`config.mk`:
```
export PLATFORM = sky130hd
export DESIGN_NAME = scanline_fetch
export DESIGN_NICKNAME = d
export VERILOG_FILES = /design/src/rtl/scanline_fetch.sv
export SDC_FILE = /design/constraint.sdc
export NUM_CORES = 1
export LEC_CHECK = 0
export CAP_MARGIN = 10
export CORE_MARGIN = 4
export CORE_UTILIZATION = 57
export DETAILED_ROUTE_END_ITERATION = 8
export DONT_BUFFER_PORTS = 1
export PLACE_DENSITY = 0.75
export SLEW_MARGIN = 20
export SYNTH_ARGS = -nofsm -noshare
export SYNTH_HDL_FRONTEND = slang
export SYNTH_SLANG_ARGS = --single-unit
```
`constraint.sdc`:
```
create_clock -name CLK -period 2.85 [get_ports CLK]
set_clock_uncertainty 0.1 [all_clocks]
set_input_delay 0.57 -clock CLK [delete_from_list [all_inputs] [get_ports CLK]]
set_output_delay 0.57 -clock CLK [all_outputs]
set_load 0.05 [all_outputs]
```
`src/rtl/scanline_fetch.sv`:
```
// Scanline fetch engine: streams a run of words from the graphics memory port
// into a small line FIFO, throttling requests so the FIFO can never overflow.
module scanline_fetch #(
    parameter int unsigned BITS         = 16,
    parameter int unsigned ADDRESS_BITS = 15,
    parameter int unsigned FIFO_DEPTH   = 16
) (
    input  logic                    CLK,
    input  logic                    RST,
    input  logic                    START,
    input  logic [ADDRESS_BITS-1:0] BASE_ADDR,
    input  logic [8:0]              WORD_COUNT,
    output logic [ADDRESS_BITS-1:0] GFX_ADDRESS,
    output logic                    GFX_REQ,
    output logic                    GFX_WR,
    output logic [BITS-1:0]         GFX_DATA_IN,
    input  logic [BITS-1:0]         MEM_DATA,
    output logic [BITS-1:0]         RD_DATA,
    output logic                    RD_VALID,
    input  logic                    RD_READY,
    output logic                    BUSY,
    output logic                    DONE
);

    localparam int unsigned PTR_W = (FIFO_DEPTH > 1) ? $clog2(FIFO_DEPTH) : 1;
    localparam int unsigned CNT_W = PTR_W + 1;
    localparam int unsigned CMP_W = CNT_W + 1;
    localparam int unsigned WC_W  = 9;

    typedef enum logic [1:0] {IDLE, FETCH, DRAIN, FINISH} state_t;

    state_t                  state_q, state_d;
    logic [ADDRESS_BITS-1:0] addr_q, addr_d;
    logic [WC_W-1:0]         remaining_q, remaining_d;
    logic                    inflight_q;
    logic                    req;
    logic                    has_room;

    logic [BITS-1:0]         fifo_mem [FIFO_DEPTH];
    logic [PTR_W-1:0]        rd_ptr_q, wr_ptr_q;
    logic [CNT_W-1:0]        count_q;
    logic                    push, pop, full;

    // Words already stored plus the one still on the memory bus must fit.
    assign has_room = (CMP_W'(count_q) + CMP_W'(inflight_q)) < CMP_W'(FIFO_DEPTH);

    always_ff @(posedge CLK) begin
        if (RST) begin
            state_q     <= IDLE;
            addr_q      <= '0;
            remaining_q <= '0;
            inflight_q  <= 1'b0;
        end else begin
            state_q     <= state_d;
            addr_q      <= addr_d;
            remaining_q <= remaining_d;
            inflight_q  <= req;
        end
    end

    always_comb begin
        state_d     = state_q;
        addr_d      = addr_q;
        remaining_d = remaining_q;
        req         = 1'b0;
        case (state_q)
            IDLE: begin
                if (START) begin
                    if (WORD_COUNT != '0) begin
                        addr_d      = BASE_ADDR;
                        remaining_d = WORD_COUNT;
                        state_d     = FETCH;
                    end else begin
                        state_d = FINISH;
                    end
                end
            end
            FETCH: begin
                if (remaining_q != '0 && has_room) begin
                    req         = 1'b1;
                    addr_d      = addr_q + ADDRESS_BITS'(1);
                    remaining_d = remaining_q - WC_W'(1);
                    if (remaining_q == WC_W'(1)) state_d = DRAIN;
                end
            end
            // The final word is on the bus now and lands at the end of this cycle.
            DRAIN:   state_d = FINISH;
            FINISH:  state_d = IDLE;
            default: state_d = IDLE;
        endcase
    end

    assign GFX_ADDRESS = addr_q;
    assign GFX_REQ     = req;
    assign GFX_WR      = 1'b0;
    assign GFX_DATA_IN = '0;
    assign BUSY        = (state_q != IDLE);
    assign DONE        = (state_q == FINISH);

    assign push     = inflight_q;
    assign pop      = RD_READY && RD_VALID;
    assign full     = (count_q == CNT_W'(FIFO_DEPTH));
    assign RD_VALID = (count_q != '0);
    assign RD_DATA  = RD_VALID ? fifo_mem[rd_ptr_q] : '0;

    always_ff @(posedge CLK) begin
        if (RST) begin
            rd_ptr_q <= '0;
            wr_ptr_q <= '0;
            count_q  <= '0;
        end else begin
            if (push) begin
                fifo_mem[wr_ptr_q] <= MEM_DATA;
                wr_ptr_q           <= wr_ptr_q + PTR_W'(1);
            end
            if (pop) rd_ptr_q <= rd_ptr_q + PTR_W'(1);
            case ({push, pop})
                2'b10:   count_q <= count_q + CNT_W'(1);
                2'b01:   count_q <= count_q - CNT_W'(1);
                default: count_q <= count_q;
            endcase
        end
    end

    a_no_overflow: assert property (@(posedge CLK) disable iff (RST) !(push && !pop && full));

endmodule

```
### Word-level counts from Yosys, hierarchy flattened

Memories as Yosys holds them, arrays and structs flattened. A register that Yosys moved wholly into a read port is not among the register bits.
Index checks and enable logic that the tools add are counted.

* add/sub/neg operators: 7
* $lt $le $gt $ge: 1
* equality and inequality tests: 10
* multiplexer cells: 22
* reduce and logical (&&, ||, !) cells: 11

Operator list (count)
* 2-to-1 mux 15 bit: 3
* one-hot mux 15 bit (2 select lines): 1
* 2-to-1 mux 9 bit: 3
* one-hot mux 9 bit (2 select lines): 1
* nonzero test 9 bit: 2
* 2-to-1 mux 16 bit: 1
* adder 15 x 1 -> 15 bit (second input constant): 1
* one-hot mux 5 bit (2 select lines): 1
* == test 9 x 1 -> 1 bit (second input constant): 1
* subtractor 9 x 1 -> 9 bit (second input constant): 1
* adder 4 x 1 -> 4 bit (second input constant): 2
* 2-to-1 mux 2 bit: 4
* 2-to-1 mux 4 bit: 2
* != test 2 bit (second input constant): 4
* one-hot mux 2 bit (4 select lines): 1
* adder 5 x 1 -> 6 bit: 1
* == test 2 bit (second input constant): 3
* < comparator 6 x 5 -> 1 bit (second input constant): 1
* nonzero test 2 bit: 3
* adder 5 x 1 -> 5 bit (second input constant): 1
* 2-to-1 mux 1 bit: 5
* nonzero test 5 bit: 1
* subtractor 5 x 1 -> 5 bit (second input constant): 1
* == test 2 x 1 -> 1 bit (second input constant): 2
* 4 further kinds: 5

* bits in registers: 40
* RAM bits: 256
* input bits: 44
* output and inout bits: 52
* logic and storage cells: 59
* memories kept: 1

Memories
* fifo_mem: words 16, bits a word 16, read ports 1, clocked after Yosys merged registers in 1, wr ports 1, RTL line 39 `logic [BITS-1:0] fifo_mem [FIFO_DEPTH];`

### Longest topological paths before layout

* depth after elaboration: 5
* mapped depth: 13
* mapped depth without buffers: 11

### Least setup slack after synthesis

Ideal clock, no wire load.

* path type: register to register
* start: reg count_q[1]
* end: reg count_q[4]
* library setup time: 0.121 ns
* arrival time: 2.810 ns
* data required time: 2.629 ns
* setup slack: -0.181 ns
* stages on the path, launching flop included: 14
* buffers on the path: 2
* period minus slack after synthesis: 3.031 ns
* path through: dfxtp_1 or3_1 or3_1 and2_1 clkbuf_1 ha_1 clkbuf_1 xor2_1 ha_1 inv_1 o21ai_0 a21o_1 a31oi_1 mux2_2

* word-level cells in the longest chain between the ends: 4
* elaborated cells on any way between the ends: 8
* those cells by class: add/sub (2); eq/ne (2); mux (1); reduce/logical (3)

RTL lines
* start, declared: RTL line 41 `logic [CNT_W-1:0] count_q;`
* start signal, assigned: RTL line 118 `2'b10: count_q <= count_q + CNT_W'(1);`
* start signal, assigned: RTL line 119 `2'b01: count_q <= count_q - CNT_W'(1);`
* start signal, assigned: RTL line 120 `default: count_q <= count_q;`
* branches (longest 4 deep; another with subtractor 5 x 1 -> 5 bit)

Several ways; the timed one is not identified.
A chain may end at the register's enable or synchronous reset.

==> results.toml <==
[run_status]
status = "finished with violations"
violations = "setup timing"

[hold_path]
hp-class = "input port to register"

[clock_network]
root_buffer = "clkbuf_16"
clk_latency_ns = 0.55
cts_tree = "done"
numCtsBuffers = 29
clk_path_buf_depth = 3
cts_sinks = 300
path_clk_slew_ns = 0.06
htree_levels = 1

[critical_path]
max_stage_delay_ns = 0.53
cp.required_ns = 2.18
end_kind = "primary output"
reg2reg_setup_slack_ns = 0.03
critPathKind = "register to primary output"
path_cells = "buf_12 -> buf_12 -> mux4_2 -> mux4_2 -> and2_4"
worstPathArrival_ns = 2.53
start_kind = "register"
slowest_stage = "mux4_2"
worstPathMaxFanout = 7

[detailed_routing]
routedWlPerCell_um = 27.4
vias = 7212
drtAntennaViolNets = 0
routed_wl_um = 30300
drt_first_pass_iters = 5
drc = 0
drt_iter0_drc = 568
routed_via_density = 6.51

[placed_design]
place_congestion = 0.874
port_buffers = 0
hpwl_um = 16800

[logic_synthesis]
synth_top_family_by_area = "multiplexers"
synthArstFlopShare_pct = 0
synth_simple_gate_area_share_pct = 6.94
synth_xor_area_share_pct = 0.694
synthCells = 738
synthAdderAreaFrac_pct = 1.59
ys.flop_type = "edfxtp_1"
netlist_area_mm2 = 0.0126
synth.avg_cell_area_um2 = 17.1
yosys_warnings = 0
synth-seq-cells = 300
ys_seq_area_share_pct = 67.9
yosysUniqueCellTypes = 61
synthMuxAreaShare_pct = 15.0
synth_compound_gate_area_share_pct = 5.06
synth_edf_count = 256

[die]
start_util_pct = 57.8
io_pins = 96
die_area_mm2 = 0.0246
core_mm2 = 0.0218
row_count = 54
die_x_um = 157
die_height_um = 157

[power]
irDropWorstVdd_uv = 659
finalPower_uw = 13700
p_per_area_mw_per_mm2 = 932
p_leak_uw = 0.00484

[global_routing]
gr-total-overflow = 0
grt_pass1_wl_um = 44400
grt_antenna_before_repair = 0
grtUsageTotal_pct = 23.9
grt_max_degree = 41
grt_pass1_vias = 7437

[cells_and_area]
n_antenna_cell = 0
multi_input_area_mm2 = 0.00386
synthToLayoutAreaGrowth_pct = 16.4
final_common_cell = "edfxtp_1"
utilization_pct = 67.3
fill_cells = 1384
final_cell_mix = "256 x edfxtp_1, 80 x mux4_2, 47 x buf_4"
drive_gt1_share_pct = 28.4
seqCellArea_mm2 = 0.00858
fin_nets = 864

[sta]
min_period_ns = 3.20
setup_ws_ns = -0.355
final-hold-violation-count = 0
slew_headroom_pct = 31.4
rsz0062_at_grt = "yes"
finalSetupViolCount = 16
max_freq_ghz = 0.312
tightest_slew_ns = 1.03
finalCritPeriodShare_pct = 112
report.final.slew_viol_count = 0
setup_tns_ns = -4.74

[job]
max_cap_violations = 0
==> through the flow <==
| stage | hold WS [ns] | instances | setup slack [ns] | instance area [um^2] |
|---|---|---|---|---|
| floorplan | 0.370 | 754 | -0.101 | 12700 |
| global placement | 0.380 | 1030 | 0.0781 | 13300 |
| detailed placement | 0.395 | 1030 | -0.0434 | 13300 |
| CTS | 0.000238 | 1102 | -0.361 | 14600 |
| global route | -0.00191 | 1107 | -0.389 | 14700 |
| finish | 0.0198 | 1107 | -0.355 | 14700 |
==> what timing repair did <==
action,4_1_cts,5_1_grt
endpoints found under the hold margin,162,2
pin swaps,6,1
cloned,2,2
buffers inserted,4,1
hold buffers,12,2
gates resized for setup,46,12
endpoints found under the setup margin,18,21
==> cell families after synthesis <==
| family | after synthesis |
|---|---|
| AO/OA/AOI/OAI | 87 |
| XOR/XNOR | 10 |
| adder cells (fa/ha/maj) | 16 |
| buffers and inverters | 73 |
| flip-flops | 300 |
| multiplexers | 89 |
| other | 1 |
| AND/OR/NAND/NOR | 162 |
==> critical path, delay by kind of cell (launching register included) <==
family / cells / cell delay (ns)
buffers and inverters: 2 / 0.31
DFF: 1 / 0.37
muxes: 2 / 1.06
and+or+nand+nor: 1 / 0.24
==> Yosys cell counts, drive strengths merged, types with 3 or more instances <==
cell type  instances  area [um^2]
o21a               3         25.0
a211oi             4         30.0
o31ai              9         67.6
nand4              4         25.0
and2              37          231
mux2i              8         80.1
a21oi             21          113
edfxtp           256         7690
o21ai              8         40.0
or4                7         52.6
mux4              80         1800
nand2             29          111
inv               11         41.3
a32o              11          110
xnor2              3         26.3
nor2b              5         31.3
xor2               7         61.3
and3               8         51.3
a31oi              3         18.8
nor3               7         35.0
nor4               5         37.5
or3                6         37.5
buf               30          189
nand3             18         90.1
ha                16          200
nor2              27          101
nand3b             3         22.5
clkbuf            31          116
o211ai             7         52.6
dfxtp             44          881
o32ai              3         26.3
==> cell type report <==
class,count,area share [%]
well taps,280,2.39
multi-input cells,381,26.3
repair buffers,80,5.98
inverters,12,0.307
clock buffers,36,5.26
flip-flops and latches,300,58.4
clock inverters,18,1.32
==> final timing paths <==
check,to,depth (start not counted),from
setup / recovery,RD_DATA[5],5,register
setup reg to reg,count_q[4],11,count_q[1]
hold / removal,fifo_mem[3][1],0,MEM_DATA[1]
hold reg to reg,remaining_q[7],1,remaining_q[7]
==> power by group <==
| group | internal (uW) | leakage, uW | switching (uW) |
|---|---|---|---|
| registers | 4970 | 0.00266 | 309 |
| clock network | 2280 | 0.000483 | 1630 |
| logic | 1930 | 0.00169 | 2560 |
==> sequential cells by signal (all words and copies together) (netlist names), named ones only <==
register     cells
count_q          5
inflight_q       1
wr_ptr_q         4
rd_ptr_q         4
fifo_mem       256
state_q          2
GFX_ADDRESS     15
remaining_q      9
==> layer usage <==
| metal | GRT usage, % | share of wire, % | wire length, um | vias to the layer above |
|---|---|---|---|---|
| met5 | 0 | 0 | 0 | - |
| li1 | - | - | - | 3061 |
| met3 | 5.48 | 9.2 | 2790 | 50 |
| met1 | 31.4 | 37 | 11200 | 3684 |
| met4 | 6.69 | 2.0 | 597 | 0 |
| met2 | 40.7 | 52 | 15700 | 417 |
Note: power is estimated with default switching activity, not from simulation.
